File: src/rtl/raw_frame_ctrl_if.sv
// ============================================================================
// Module      : raw_frame_ctrl_if
// Description : 24-bit Avalon-ST video sink bundle for the RGB-to-Bayer
//               frame sequencer.
// Revision    : 1.0 - initial release
// ============================================================================
`default_nettype none

interface raw_frame_ctrl_if;
    logic [23:0] sink_data;
    logic        sink_valid;
    logic        sink_sop;
    logic        sink_eop;
    logic        sink_ready;

    modport master (
        output sink_data,
        output sink_valid,
        output sink_sop,
        output sink_eop,
        input  sink_ready
    );

    modport slave (
        input  sink_data,
        input  sink_valid,
        input  sink_sop,
        input  sink_eop,
        output sink_ready
    );
endinterface

`default_nettype wire

File: src/rtl/raw_frame_ctrl.sv
// ============================================================================
// Module      : raw_frame_ctrl
// Description : Frame sequencer for the RGB-to-Bayer path. Sorts video from
//               control packets, tracks pixel x/y, drives the datapath enable,
//               Bayer select and frame boundaries, and flags short/long frames.
//               Optional statistics counters: RAW_FRAME_CTRL_STATS_EN.
// Revision    : 1.0 - initial release
// ============================================================================
`default_nettype none

module raw_frame_ctrl #(
    parameter int         WIDTH  = 1920,
    parameter int         HEIGHT = 1080,
    parameter logic [1:0] PHASE  = 2'b00
) (
    input  logic                  clk,
    input  logic                  rst,
    raw_frame_ctrl_if.slave       sink,
    input  logic                  source_ready,
    output logic                  dp_en,
    output logic [1:0]            dp_sel,
    output logic                  dp_sop,
    output logic                  dp_eop,
    output logic                  frame_done,
    output logic                  err_short,
    output logic                  err_long,
    output logic                  busy,
    output logic [15:0]           frame_cnt,
    output logic [15:0]           err_cnt
);

    localparam logic [15:0] C_X_LAST = 16'(WIDTH - 1);
    localparam logic [15:0] C_Y_LAST = 16'(HEIGHT - 1);

    typedef enum logic [1:0] {
        IDLE  = 2'd0,
        VIDEO = 2'd1,
        CTRL  = 2'd2,
        DRAIN = 2'd3
    } state_t;

    state_t      r_state, w_state_nxt;
    logic [15:0] r_x, r_y, w_x_nxt, w_y_nxt;
    logic        r_dp_en, r_dp_sop, r_dp_eop, r_frame_done, r_err_short, r_err_long;
    logic [1:0]  r_dp_sel;
    logic        w_dp_en, w_dp_sop, w_dp_eop, w_frame_done, w_err_short, w_err_long;
    logic [1:0]  w_dp_sel;
    logic        w_ready, w_acc, w_hdr, w_last;

    // Upper header bits carry nothing this block needs.
    logic w_unused_data;
    assign w_unused_data = ^sink.sink_data[23:4];

    // CTRL and DRAIN beats are discarded, so they never wait on the datapath.
    assign w_ready = ((r_state == IDLE) || (r_state == VIDEO)) ? source_ready : 1'b1;
    assign w_acc   = sink.sink_valid & w_ready;
    assign w_hdr   = w_acc & sink.sink_sop & ((r_state == IDLE) || (r_state == VIDEO));
    assign w_last  = (r_x == C_X_LAST) && (r_y == C_Y_LAST);

    always_comb begin
        w_state_nxt  = r_state;
        w_x_nxt      = r_x;
        w_y_nxt      = r_y;
        w_dp_en      = 1'b0;
        w_dp_sel     = 2'b00;
        w_dp_sop     = 1'b0;
        w_dp_eop     = 1'b0;
        w_frame_done = 1'b0;
        w_err_short  = 1'b0;
        w_err_long   = 1'b0;

        if (w_hdr) begin
            // A header inside a frame truncates it, then decodes like any header.
            w_x_nxt = 16'd0;
            w_y_nxt = 16'd0;
            if (r_state == VIDEO) begin
                w_err_short = 1'b1;
            end
            if (sink.sink_data[3:0] == 4'd0) begin
                if (sink.sink_eop) begin
                    w_err_short = 1'b1;
                    w_state_nxt = IDLE;
                end else begin
                    w_state_nxt = VIDEO;
                end
            end else begin
                w_state_nxt = sink.sink_eop ? IDLE : CTRL;
            end
        end else if (w_acc) begin
            case (r_state)
                VIDEO: begin
                    w_dp_en  = 1'b1;
                    w_dp_sel = {r_x[0] ^ PHASE[0], r_y[0] ^ PHASE[1]};
                    w_dp_sop = (r_x == 16'd0) && (r_y == 16'd0);
                    w_dp_eop = sink.sink_eop | w_last;
                    if (w_last) begin
                        if (sink.sink_eop) begin
                            w_frame_done = 1'b1;
                            w_state_nxt  = IDLE;
                        end else begin
                            w_err_long  = 1'b1;
                            w_state_nxt = DRAIN;
                        end
                    end else if (sink.sink_eop) begin
                        w_err_short = 1'b1;
                        w_state_nxt = IDLE;
                    end else if (r_x == C_X_LAST) begin
                        w_x_nxt = 16'd0;
                        w_y_nxt = r_y + 16'd1;
                    end else begin
                        w_x_nxt = r_x + 16'd1;
                    end
                end
                CTRL, DRAIN: begin
                    if (sink.sink_eop) begin
                        w_state_nxt = IDLE;
                    end
                end
                default: ;
            endcase
        end
    end

    always_ff @(posedge clk or posedge rst) begin
        if (rst) begin
            r_state      <= IDLE;
            r_x          <= 16'd0;
            r_y          <= 16'd0;
            r_dp_en      <= 1'b0;
            r_dp_sel     <= 2'b00;
            r_dp_sop     <= 1'b0;
            r_dp_eop     <= 1'b0;
            r_frame_done <= 1'b0;
            r_err_short  <= 1'b0;
            r_err_long   <= 1'b0;
        end else begin
            r_state      <= w_state_nxt;
            r_x          <= w_x_nxt;
            r_y          <= w_y_nxt;
            r_dp_en      <= w_dp_en;
            r_dp_sel     <= w_dp_sel;
            r_dp_sop     <= w_dp_sop;
            r_dp_eop     <= w_dp_eop;
            r_frame_done <= w_frame_done;
            r_err_short  <= w_err_short;
            r_err_long   <= w_err_long;
        end
    end

`ifdef RAW_FRAME_CTRL_STATS_EN
    logic [15:0] r_frame_cnt, r_err_cnt;

    always_ff @(posedge clk or posedge rst) begin
        if (rst) begin
            r_frame_cnt <= 16'd0;
            r_err_cnt   <= 16'd0;
        end else begin
            if (r_frame_done && (r_frame_cnt != 16'hFFFF)) begin
                r_frame_cnt <= r_frame_cnt + 16'd1;
            end
            if ((r_err_short || r_err_long) && (r_err_cnt != 16'hFFFF)) begin
                r_err_cnt <= r_err_cnt + 16'd1;
            end
        end
    end

    assign frame_cnt = r_frame_cnt;
    assign err_cnt   = r_err_cnt;
`else
    assign frame_cnt = 16'd0;
    assign err_cnt   = 16'd0;
`endif

    assign sink.sink_ready = w_ready;
    assign dp_en           = r_dp_en;
    assign dp_sel          = r_dp_sel;
    assign dp_sop          = r_dp_sop;
    assign dp_eop          = r_dp_eop;
    assign frame_done      = r_frame_done;
    assign err_short       = r_err_short;
    assign err_long        = r_err_long;
    assign busy            = (r_state != IDLE);

endmodule

`default_nettype wire
File: src/flat_wrapper.sv
// flat-port wrapper written by rule: the top's interface ports become plain ports
module raw_frame_ctrl_flat 
#(
    parameter int         WIDTH  = 1920,
    parameter int         HEIGHT = 1080,
    parameter logic [1:0] PHASE  = 2'b00
)
  (clk, rst, source_ready, dp_en, dp_sel, dp_sop, dp_eop, frame_done, err_short, err_long, busy, frame_cnt, err_cnt, sink_sink_data, sink_sink_valid, sink_sink_sop, sink_sink_eop, sink_sink_ready);
  raw_frame_ctrl_if sink_i ();
  input  logic clk;
  input  logic rst;
  input  logic source_ready;
  output logic dp_en;
  output logic [1:0] dp_sel;
  output logic dp_sop;
  output logic dp_eop;
  output logic frame_done;
  output logic err_short;
  output logic err_long;
  output logic busy;
  output logic [15:0] frame_cnt;
  output logic [15:0] err_cnt;
  input wire logic [$bits(sink_i.sink_data)-1:0] sink_sink_data;
  input wire logic [$bits(sink_i.sink_valid)-1:0] sink_sink_valid;
  input wire logic [$bits(sink_i.sink_sop)-1:0] sink_sink_sop;
  input wire logic [$bits(sink_i.sink_eop)-1:0] sink_sink_eop;
  output wire logic [$bits(sink_i.sink_ready)-1:0] sink_sink_ready;
  assign sink_i.sink_data = sink_sink_data;
  assign sink_i.sink_valid = sink_sink_valid;
  assign sink_i.sink_sop = sink_sink_sop;
  assign sink_i.sink_eop = sink_sink_eop;
  assign sink_sink_ready = sink_i.sink_ready;
  raw_frame_ctrl #(.WIDTH(WIDTH), .HEIGHT(HEIGHT), .PHASE(PHASE)) u_core (.clk(clk), .rst(rst), .sink(sink_i), .source_ready(source_ready), .dp_en(dp_en), .dp_sel(dp_sel), .dp_sop(dp_sop), .dp_eop(dp_eop), .frame_done(frame_done), .err_short(err_short), .err_long(err_long), .busy(busy), .frame_cnt(frame_cnt), .err_cnt(err_cnt));
endmodule
File: config.mk
export PLATFORM = sky130hd
export DESIGN_NAME = raw_frame_ctrl_flat
export DESIGN_NICKNAME = d
export VERILOG_FILES = /design/src/rtl/raw_frame_ctrl_if.sv /design/src/rtl/raw_frame_ctrl.sv /design/src/flat_wrapper.sv
export SDC_FILE = /design/constraint.sdc
export NUM_CORES = 1
export LEC_CHECK = 0
export ABC_AREA = 1
export ABC_CLOCK_PERIOD_IN_PS = 3650
export CORE_ASPECT_RATIO = 1.4
export CORE_MARGIN = 2
export CORE_UTILIZATION = 55
export CTS_CLUSTER_DIAMETER = 100
export DETAILED_ROUTE_END_ITERATION = 16
export GPL_TIMING_DRIVEN = 1
export PLACE_DENSITY = 0.87
export SLEW_MARGIN = 40
export SYNTH_ARGS = -nofsm -noshare
export SYNTH_HDL_FRONTEND = slang
export SYNTH_SLANG_ARGS = --single-unit
File: constraint.sdc
create_clock -name clk -period 3.65 [get_ports clk]
set_clock_uncertainty 0.1 [all_clocks]
set_input_delay 0.73 -clock clk [delete_from_list [all_inputs] [get_ports clk]]
set_output_delay 0.73 -clock clk [all_outputs]
set_load 0.01 [all_outputs]
==> results of run 1 <==
[power groups by stage]
stage | registers [W] | logic, W | clock network, W
global placement | 0.000535 | 0.000272 | 0
CTS | 0.000528 | 0.000281 | 0.000327
finish | 0.000528 | 0.000279 | 0.000320
detailed placement | 0.000536 | 0.000280 | 0
global route | 0.000532 | 0.000316 | 0.000340
floorplan | 0.000527 | 0.000248 | 0
[cell usage after synthesis, drive strengths merged]
master / count
nand2: 119
nor2: 77
inv: 47
nand3: 47
dfrtp: 42
buf: 40
nand4: 19
o21ai: 15
xor2: 15
nor3: 12
clkbuf: 6
a21oi: 5
ha: 4
or2: 2
a31oi: 1
and2: 1
conb: 1
nand3b: 1
nor4: 1
o22ai: 1
[sequential cells by signal, indices dropped and copies added (netlist names)]
register and count:
u_core.r_x 16, u_core.r_y 16, u_core.dp_sel 2, u_core.r_state 2, u_core.dp_en 1, u_core.dp_eop 1, u_core.dp_sop 1, u_core.err_long 1
u_core.err_short 1, u_core.frame_done 1
[how the worst max path moves through the flow]
stage                  from  cells past startpoint              to
6_report       source_ready                     11   u_core.r_y[0]
5_1_grt        source_ready                     11   u_core.r_y[0]
2_1_floorplan  source_ready                     11   u_core.r_y[4]
3_3_place_gp   source_ready                     11   u_core.r_y[1]
3_5_place_dp   source_ready                     11  u_core.r_y[12]
4_1_cts        source_ready                     11  u_core.r_y[12]
[metrics by stage]
step / total power (W) / hold slack (ns) / worst slack, ns / instance area [sq um]
finish: 0.001127 / 0.4169 / 0.8895 / 3421
global route: 0.001189 / 0.4270 / 0.7334 / 3421
CTS: 0.001136 / 0.4168 / 0.8984 / 3421
detailed placement: 0.0008166 / 0.3942 / 0.5762 / 3328
global placement: 0.0008072 / 0.3895 / 0.6531 / 3328
floorplan: 0.0007755 / 0.3638 / 1.614 / 3363
[placed cells by master (no fill, tap or decap), types with 3 or more instances in the layout]
master and instances:
nand3_1 36, inv_2 8, conb_1 32, nand2_4 6, nor2_1 70, ha_1 4, clkbuf_8 5, dfrtp_1 42
nor2_2 4, inv_1 38, xor2_1 15, o21ai_0 7, nand4_1 18, a21oi_1 4, o21ai_2 8, buf_4 3
clkdlybuf4s50_1 19, nor3_1 12, nand2_1 112, nand3_2 11
[worst min-delay path, cell delays in order (launching register included)]
cell     delay (ns)
dfrtp_1        0.38
nand2_1        0.06
nand2_1        0.05
[kinds of logic after synthesis]
family,count (synthesis)
compound gates,22
xor+xnor,15
flops,42
fa+ha+maj,4
buf+inv,93
other cells,1
simple gates,279
[layout make-up]
cell class	count	area (sq um)	share of cell area [%]
multi-input cells	352	1798	52.56
repair buffers	22	212.7	6.218
well taps	70	87.58	2.560
flip-flops and latches	42	1051	30.72
clock buffers	5	68.82	2.012
inverters	47	178.9	5.230
clock inverters	3	23.77	0.6950
[layer usage]
layer	GRT usage (%)	vias up	part of all wire, %
met2	43.59	61	54
li1	-	1402	-
met1	28.46	1363	41
met5	0	-	0
met4	10.46	0	2.7
met3	3.814	21	2.8
==> results.txt, run 1 <==
Final hold vios: 0
Cell count after synthesis: 456
Fin Setup TNS: 0 ns
Crit path largest cell delay: 0.45 ns
Ant. Diodes: 0
Wire per inst: 13.67 microns
Critical Path RT: 3.75 ns
Layout area overhead: 5.356%
Layout cells sized above 1: 11.89%
Port-buffer cells: 19
Maximum vdd drop: 0.2045 mV
Adder-Cell Fraction of Synth Area: 1.541%
Comb pwr share: 24.8%
Crit-path max FO: 23
CP Capture Type: flip-flop
Cts repair resizes: 0
Slowest-stage cell, CP: clkdlybuf4s50_1
Arr. time, crit path: 2.86 ns
WHS Endpoint: u_core.r_y[15]
DIE WIDTH: 68.94 microns
GRT Util Overall: 24.58%
Length in cells of the worst reg-to-reg path: 11
Reg2reg end: u_core.r_y[2]
Worst-path clk slew: 0.09 ns
DP HPWL: 5591 microns
Area leader, netlist: dfrtp_1
Reg2reg setup slack: 1.28 ns
Unrepaired setup endpoints after global routing: false
Min Tclk post-route: 2.761 ns
Max Clk Rate: 362.3 MHz
Crit path launch type: input pin
Gr ovfl total: 0
WS Path Type: input pin to flip-flop
Placer Congestion: 0.9079
Setup bufs post-CTS: 0
TritonCTS Buffers: 5
CTS tree: yes
Max Slew Vio Count: 0
Run status: complete, no violations
Hold_buf cts: 0
Measured slew at the worst slew-check pin: 0.6335 ns
Compound-cell area share of the yosys netlist: 4.509%
Switching Fraction: 36.03%
Yosys top cell area share: 32.37%
Reg2reg start: u_core.r_x[0]
Initial DRC count: 179
Final Util: 59.18%
Maxcap violations: 0
Starting Density: 56.17%
Leak pwr: 1.749 nW
Fin nets: 504
Clock buffer depth: 2
Cell count of the worst hold path: 2
Core Box Area: 0.005781 sq mm
First drt pass iteration count: 4
Initial antenna violation count: 0
Clk sinks: 42
Most frequent CP cell: nand2_1
Xor/xnor share of the synthesized area: 4.046%
DR vias: 2,847
Routed Antenna Nets: 0
Skew-Pair Late Insertion Delay: 0.30 ns
Crit path max-delay family: simple AND/OR/NAND/NOR gates
Fin crit share: 75.63%
Cell row count: 33
Flops & latches, synth: 42
I/O pin total: 72
Sequential area share after synthesis: 32.37%
H-tree Lvls: 2
Final count of negative-setup-slack endpoints: 0
Synth Cell Area: 0.003247 sq mm
Post-Layout Cell Count: 541
Net switching power: 0.0004062 W
CP Cell Sequence: clkdlybuf4s50_1 > or2_1 > nand2_1 > nor2_2 > nand2_4 > inv_2 > nor2_4 > inv_4 > nand2_4 > nand2_1 > nand2_1
Die area: 0.006543 sq mm
Simple-Gate Fraction of Synth Area: 41.58%
Hold WC Path Type: flip-flop to flip-flop
Hold Crit Start: u_core.r_y[15]
Vias in the first global route: 2,681
Avg Cell Area, Syn: 7.120 sq um
P_int: 0.0007212 W
DRC violations left: 0
Final wirelength: 7394 microns
Buf/Inv on CP: 3
Netlist cell types: 36
Largest net degree at the start of global routing: 24
Global-route wire length before repair: 12,090 microns
Part of the power in registers: 46.9%
Ys Warns: 0
Post-synthesis mux area share: 0%
FILL cells: 556
Slew margin rel.: 57.44%
Largest family of logic cells by synthesized area: simple AND/OR/NAND/NOR gates
Inst Count DP: 533
Vias per inst: 5.262
Root Buffer: clkbuf_8
Die Ht: 94.91 microns
Synth area leaders: dfrtp_1 (32%), nand2_1 (13%), nor2_1 (8.1%), buf_4 (7.6%), nand3_1 (5.5%)
Clock Power Share: 28.3%
Cell area power density: 329.6 mW/mm^2
No activity file was read; power rests on OpenSTA's default activity.
==> inputs of run 2 (changes only) <==
--- a/config.mk
+++ b/config.mk
@@ -6,14 +6,14 @@
 export NUM_CORES = 1
 export LEC_CHECK = 0
 export ABC_AREA = 1
-export ABC_CLOCK_PERIOD_IN_PS = 3650
+export ABC_CLOCK_PERIOD_IN_PS = 2700
 export CORE_ASPECT_RATIO = 1.4
 export CORE_MARGIN = 2
-export CORE_UTILIZATION = 55
+export CORE_UTILIZATION = 51
 export CTS_CLUSTER_DIAMETER = 100
 export DETAILED_ROUTE_END_ITERATION = 16
 export GPL_TIMING_DRIVEN = 1
-export PLACE_DENSITY = 0.87
+export PLACE_DENSITY = 0.82
 export SLEW_MARGIN = 40
 export SYNTH_ARGS = -nofsm -noshare
 export SYNTH_HDL_FRONTEND = slang
==> constraint.sdc (replaced) <==
create_clock -name clk -period 2.7 [get_ports clk]
set_clock_uncertainty 0.1 [all_clocks]
set_input_delay 0.54 -clock clk [delete_from_list [all_inputs] [get_ports clk]]
set_output_delay 0.54 -clock clk [all_outputs]
set_load 0.01 [all_outputs]
==> results.txt, run 2 (synthesis results as in run 1) <==
Largest regs: u_core.r_x x16, u_core.r_y x16
Part of the power in registers: 42.2% (-4.7 points)
Port-buffer cells: 19 (unchanged)
Measured slew at the worst slew-check pin: 0.7320 ns (+0.09852 ns)
WHS Endpoint: u_core.r_y[15]
Worst-path clk slew: 0.08 ns (about the same)
Final hold vios: 0 (unchanged)
Critical Path RT: 2.06 ns (-1.69 ns)
Root Buffer: clkbuf_8
Clk sinks: 42 (unchanged)
H-tree Lvls: 2 (unchanged)
DIE WIDTH: 71.44 microns (+3.6%)
Unrepaired setup endpoints after global routing: false
Reg2reg end: u_core.r_x[1]
Clock Power Share: 35.4% (+7.1 points)
Global-route wire length before repair: 12,270 microns (+1.5%)
Max Slew Vio Count: 0 (unchanged)
Cell area power density: 485.2 mW/mm^2 (+47%)
Hold WC Path Type: flip-flop to flip-flop
Placed cell area: 0.003353 sq mm (+0.75%)
Fin nets: 507 (+0.60%)
P_int: 0.001167 W (+62%)
Core Box Area: 0.006168 sq mm (+6.7%)
Skew-Pair Late Insertion Delay: 0.30 ns (about the same)
Arr. time, crit path: 1.66 ns (-1.20 ns)
Routed Antenna Nets: 0 (unchanged)
CP Capture Type: output port
Most common cell after layout, fill and taps aside: nand2_1
Gr ovfl total: 0 (unchanged)
Length in cells of the worst reg-to-reg path: 10 (-1)
Final count of negative-setup-slack endpoints: 0 (unchanged)
I/O pin total: 72 (unchanged)
Placer Congestion: 0.9619 (+5.9%)
Wire per inst: 12.91 microns (-5.5%)
Setup bufs post-CTS: 0 (unchanged)
Die Ht: 98.41 microns (+3.7%)
CTS tree: yes
Maximum vdd drop: 0.2225 mV (+8.8%)
Initial antenna violation count: 0 (unchanged)
Crit path launch type: input pin
Hold_buf cts: 0 (unchanged)
Largest net degree at the start of global routing: 43 (+79%)
Final wirelength: 7049 microns (-4.7%)
DRC violations left: 0 (unchanged)
Vias per inst: 5.139 (-2.3%)
Clock buffer depth: 2 (unchanged)
Leak pwr: 1.793 nW (+2.5%)
Reg2reg start: u_core.r_x[0]
Comb pwr share: 22.4% (-2.4 points)
Cell count of the worst hold path: 2 (unchanged)
Min Tclk post-route: 2.301 ns
Crit-path max FO: 3 (-87%)
Switching Fraction: 31.07% (-5.0 points)
Cell row count: 34 (+3.0%)
GRT Util Overall: 21.64% (-2.9 points)
Initial DRC count: 185 (+3.4%)
DR vias: 2,806 (-1.4%)
Hold Crit Start: u_core.r_y[15]
Ant. Diodes: 0 (unchanged)
DP HPWL: 5320 microns (-4.9%)
TritonCTS Buffers: 5 (unchanged)
Layout cells sized above 1: 12.24% (+0.35 points)
Cts repair resizes: 0 (unchanged)
FILL cells: 567 (+2.0%)
Final instance area: 0.003491 sq mm (+2.0%)
Vias in the first global route: 2,700 (+0.71%)
Run status: complete, no violations
Fin crit share: 85.22%
Starting Density: 52.64% (-3.5 points)
Die area: 0.007030 sq mm (+7.4%)
Max Clk Rate: 434.6 MHz
Reg2reg setup slack: 0.43 ns (-0.85 ns)
Net switching power: 0.0005263 W (+30%)
Slew margin rel.: 50.82% (-6.6 points)
WS Path Type: input pin to output port
Maxcap violations: 0 (unchanged)
First drt pass iteration count: 4 (unchanged)
Layout area overhead: 7.515%
Final Util: 56.59% (-2.6 points)
Most frequent cells in the layout: nand2_1 (112), nor2_1 (70), dfrtp_1 (42), inv_1 (39), nand3_1 (36)
Fin Setup TNS: 0 ns (unchanged)
run 2: area by class of cell:
type	instances	area, sq um	share of cell area [%]
sequential	42	1051	30.11
clock inverter	3	68.82	1.971
inverter	47	178.9	5.125
clock buffer	5	68.82	1.971
multi-input combinational	352	1798	51.51
timing repair buffer	25	235.2	6.738
tap	72	90.09	2.581
run 2: worst max-delay path, stage by stage:
cell and delay [ns]:
clkdlybuf4s50_1 0.45, or2_1 0.13, clkdlybuf4s50_1 0.55
run 2: worst max-delay path by stage:
| stage | startpoint | end | slack, ns |
|---|---|---|---|
| floorplan | u_core.r_x[0] | u_core.r_y[11] | 0.80 |
| CTS | source_ready | sink_sink_ready | 0.40 |
| global route | u_core.r_x[0] | u_core.r_x[1] | 0.30 |
| finish | source_ready | sink_sink_ready | 0.40 |
| global placement | source_ready | u_core.r_x[1] | 0.33 |
| detailed placement | source_ready | u_core.r_x[1] | 0.29 |
run 2: metrics by stage:
stage	hold slack (ns)	std cells	setup slack, ns	power (W)
detailed placement	0.4049	538	0.2924	0.001106
global route	0.4682	546	0.3007	0.001787
floorplan	0.3638	487	0.7975	0.001048
global placement	0.3904	538	0.3268	0.001094
finish	0.4153	546	0.3989	0.001694
CTS	0.4243	546	0.3975	0.001713
run 2: metal layers:
| metal | vias to the layer above | wire length (microns) | GRT usage (%) |
|---|---|---|---|
| met2 | 70 | 3817 | 38.53 |
| met5 | - | 0 | 0 |
| met1 | 1315 | 2841 | 26.08 |
| met4 | 0 | 95 | 7.837 |
| li1 | 1412 | - | - |
| met3 | 9 | 295 | 3.170 |
run 2: power by group through the flow:
stage	sequential [W]	combinational [W]	clock [W]
after floorplan	0.000713	0.000335	0
after global placement	0.000723	0.000371	0
after detailed placement	0.000724	0.000382	0
after CTS	0.000714	0.000382	0.000617
after global routing	0.000722	0.000425	0.000640
final	0.000715	0.000380	0.000599
==> inputs of run 3 (changes only) <==
--- a/config.mk
+++ b/config.mk
@@ -5,11 +5,10 @@
 export SDC_FILE = /design/constraint.sdc
 export NUM_CORES = 1
 export LEC_CHECK = 0
-export ABC_AREA = 1
 export ABC_CLOCK_PERIOD_IN_PS = 2700
 export CORE_ASPECT_RATIO = 1.4
 export CORE_MARGIN = 2
-export CORE_UTILIZATION = 51
+export CORE_UTILIZATION = 49
 export CTS_CLUSTER_DIAMETER = 100
 export DETAILED_ROUTE_END_ITERATION = 16
 export GPL_TIMING_DRIVEN = 1
==> results.txt, run 3 <==
Run status: complete, no violations
Final wirelength: 5762 microns (-18%)
Netlist cell types: 51 (+42%)
Min Tclk post-route: 2.548 ns (+0.2474 ns)
Post-synth top cells: dfrtp_1 (42), buf_4 (32), a21oi_1 (24), nand2_1 (24), nor2_1 (21)
DIE WIDTH: 66.97 microns (-6.3%)
Sequential area share after synthesis: 38.64% (+6.3 points)
TritonCTS Buffers: 5 (unchanged)
First drt pass iteration count: 4 (unchanged)
Leak pwr: 1.252 nW (-30%)
Fin Setup TNS: 0 ns (unchanged)
Gr ovfl total: 0 (unchanged)
Avg Cell Area, Syn: 8.889 sq um (+25%)
Area leader, netlist: dfrtp_1
GRT Util Overall: 19.77% (-1.9 points)
Final instance area: 0.003017 sq mm (-14%)
Unrepaired setup endpoints after global routing: true
Max Slew Vio Count: 0 (unchanged)
Root Buffer: clkbuf_8
I/O pin total: 72 (unchanged)
Main flop type after synthesis: dfrtp_1
DP HPWL: 4165 microns (-22%)
Clk sinks: 42 (unchanged)
Measured slew at the worst slew-check pin: 0.5541 ns (-0.1779 ns)
Initial DRC count: 114 (-38%)
Crit-path max FO: 17 (+14)
Hold Crit Start: u_core.r_y[1]
Ys Warns: 0 (unchanged)
Worst-path clk slew: 0.08 ns (about the same)
Most frequent cells in the layout: dfrtp_1 (42), conb_1 (32), nand2_1 (24), a21oi_1 (24), nor2_1 (20)
Cell with the most instances after synthesis: dfrtp_1
Routed Antenna Nets: 0 (unchanged)
Crit path from: u_core.r_y[1]
CTS tree: yes
Largest regs: u_core.r_x x16, u_core.r_y x16
Ant. Diodes: 0 (unchanged)
Synth area leaders: dfrtp_1 (39%), buf_4 (8.8%), a21oi_1 (4.4%), nand2_1 (3.3%), or4_1 (3.3%)
Core Box Area: 0.005445 sq mm (-12%)
Fin nets: 364 (-28%)
Clock buffer depth: 2 (unchanged)
Largest net degree at the start of global routing: 43 (unchanged)
EDFF count, synth: 0 (unchanged)
CP Capture Type: flip-flop
Initial antenna violation count: 0 (unchanged)
Vias per inst: 5.850 (+14%)
FILL cells: 489 (-14%)
WHS: 0.4604 ns (+0.04507 ns)
Layout cells sized above 1: 11.48% (-0.76 points)
Yosys top cell area share: 38.64% (+6.3 points)
Cell count after synthesis: 306 (-33%)
Maximum vdd drop: 0.2205 mV (-0.89%)
Vias in the first global route: 2,260 (-16%)
DRC violations left: 0 (unchanged)
DR vias: 2,334 (-17%)
Most common cell after layout, fill and taps aside: dfrtp_1
Final hold vios: 0 (unchanged)
Synth Cell Area: 0.002720 sq mm (-16%)
Flops & latches, synth: 42 (unchanged)
Arr. time, crit path: 2.65 ns (+0.99 ns)
Global-route wire length before repair: 9729 microns (-21%)
H-tree Lvls: 2 (unchanged)
Hold_buf cts: 0 (unchanged)
Maxcap violations: 0 (unchanged)
Slew margin rel.: 62.72% (+12 points)
Reg2reg start: u_core.r_y[1]
Cell row count: 32 (-5.9%)
Die area: 0.006172 sq mm (-12%)
WS Path Type: flip-flop to flip-flop
Critical Path RT: 2.80 ns (+0.74 ns)
Layout area overhead: 10.90%
Wire per inst: 14.44 microns (+12%)
Crit path launch type: flip-flop
Fin crit share: 94.39% (+9.2 points)
Final count of negative-setup-slack endpoints: 0 (unchanged)
Die Ht: 92.16 microns (-6.4%)
Cell area power density: 464.1 mW/mm^2 (-4.4%)
Reg2reg setup slack: 0.15 ns (-0.28 ns)
Cell count of the worst hold path: 2 (unchanged)
Length in cells of the worst reg-to-reg path: 7 (-3)
Inst Count DP: 391 (-27%)
Hold WC Path Type: flip-flop to flip-flop
FFs w/ async S/R, synth: 100.0% (unchanged)
Placed cell area: 0.002902 sq mm (-13%)
Pre-CTS setup slack: -0.07291 ns (-0.3653 ns)
Port-buffer cells: 19 (unchanged)
Post-Layout Cell Count: 399 (-27%)
Placer Congestion: 0.8071 (-16%)
Setup ws final: 0.1516 ns (-0.2474 ns)
Starting Density: 49.95% (-2.7 points)
Skew-Pair Late Insertion Delay: 0.30 ns (about the same)
Max Clk Rate: 392.4 MHz (-9.7%)
[run 3: cell types whose count changed after synthesis, moves of 10 or more]
cell / change
nand2_1: -88
nor2_1: -49
inv_1: -27
nand3_1: -21
a21oi_1: +20
xor2_1: -15
or4_1: +12
nand3_2: -11
o31ai_1: +10
[run 3: metrics by stage]
stage / util [%] / power [W]
2_1_floorplan: - / 0.0008709
3_3_place_gp: 53.29 / 0.0009080
3_5_place_dp: 53.29 / 0.0009147
4_1_cts: 55.28 / 0.001407
5_1_grt: 55.40 / 0.001466
6_report: 55.40 / 0.001400
[run 3: timing repair]
action | CTS | global route
gates resized for setup | 0 | 1
setup endpoints to repair | 0 | 4
setup buffers | 0 | 0
[run 3: worst max-delay path, stage by stage (launching register included)]
cell and delay [ns]:
dfrtp_1 0.41, ha_1 0.27, nor4bb_1 0.35, nand4_2 0.30, a31oi_4 0.44, buf_4 0.27, nor2_1 0.06, nor4_1 0.25
[run 3: layout make-up]
cell class	instances	area (sq um)	area share, %
Clock inverter	3	40.04	1.327
Clock buffer	5	68.82	2.281
Inverter	12	45.04	1.493
Sequential cell	42	1051	34.84
Timing Repair Buffer	32	287.8	9.540
Tap cell	68	85.08	2.820
Multi-Input combinational cell	237	1439	47.70
[run 3: cell families after synthesis]
kind of cell               share of synthesized area [%]
and+or+nand+nor                                    28.66
DFF                                                38.64
AOI/OAI and AO/OA                                  17.43
adders and majority gates                          1.840
other                                             0.1379
xor gates and xnor gates                          0.3220
buffers and inverters                              12.97
[run 3: report_power, final]
part	leakage (nW)	internal, W	switching (W)
logic	0.621	0.0000822	0.000126
registers	0.573	0.000658	0.0000368
clock network	0.0579	0.000272	0.000224
[run 3: final timing paths]
kind,to
worst min-delay path,u_core.r_y[1]
worst max-delay path,u_core.r_y[4]
max in group asynchronous,u_core.r_x[13]
min in group asynchronous,u_core.dp_sel[1]
worst min register to register,u_core.r_y[1]
worst max register to register,u_core.r_y[4]
[run 3: metal layers]
| layer | GRT usage (%) | vias to the layer above | routed length, microns |
|---|---|---|---|
| li1 | - | 1118 | - |
| met2 | 37.25 | 67 | 3138 |
| met3 | 2.331 | 13 | 191 |
| met4 | 7.823 | 0 | 138 |
| met1 | 21.60 | 1136 | 2294 |
| met5 | 0 | - | 0 |
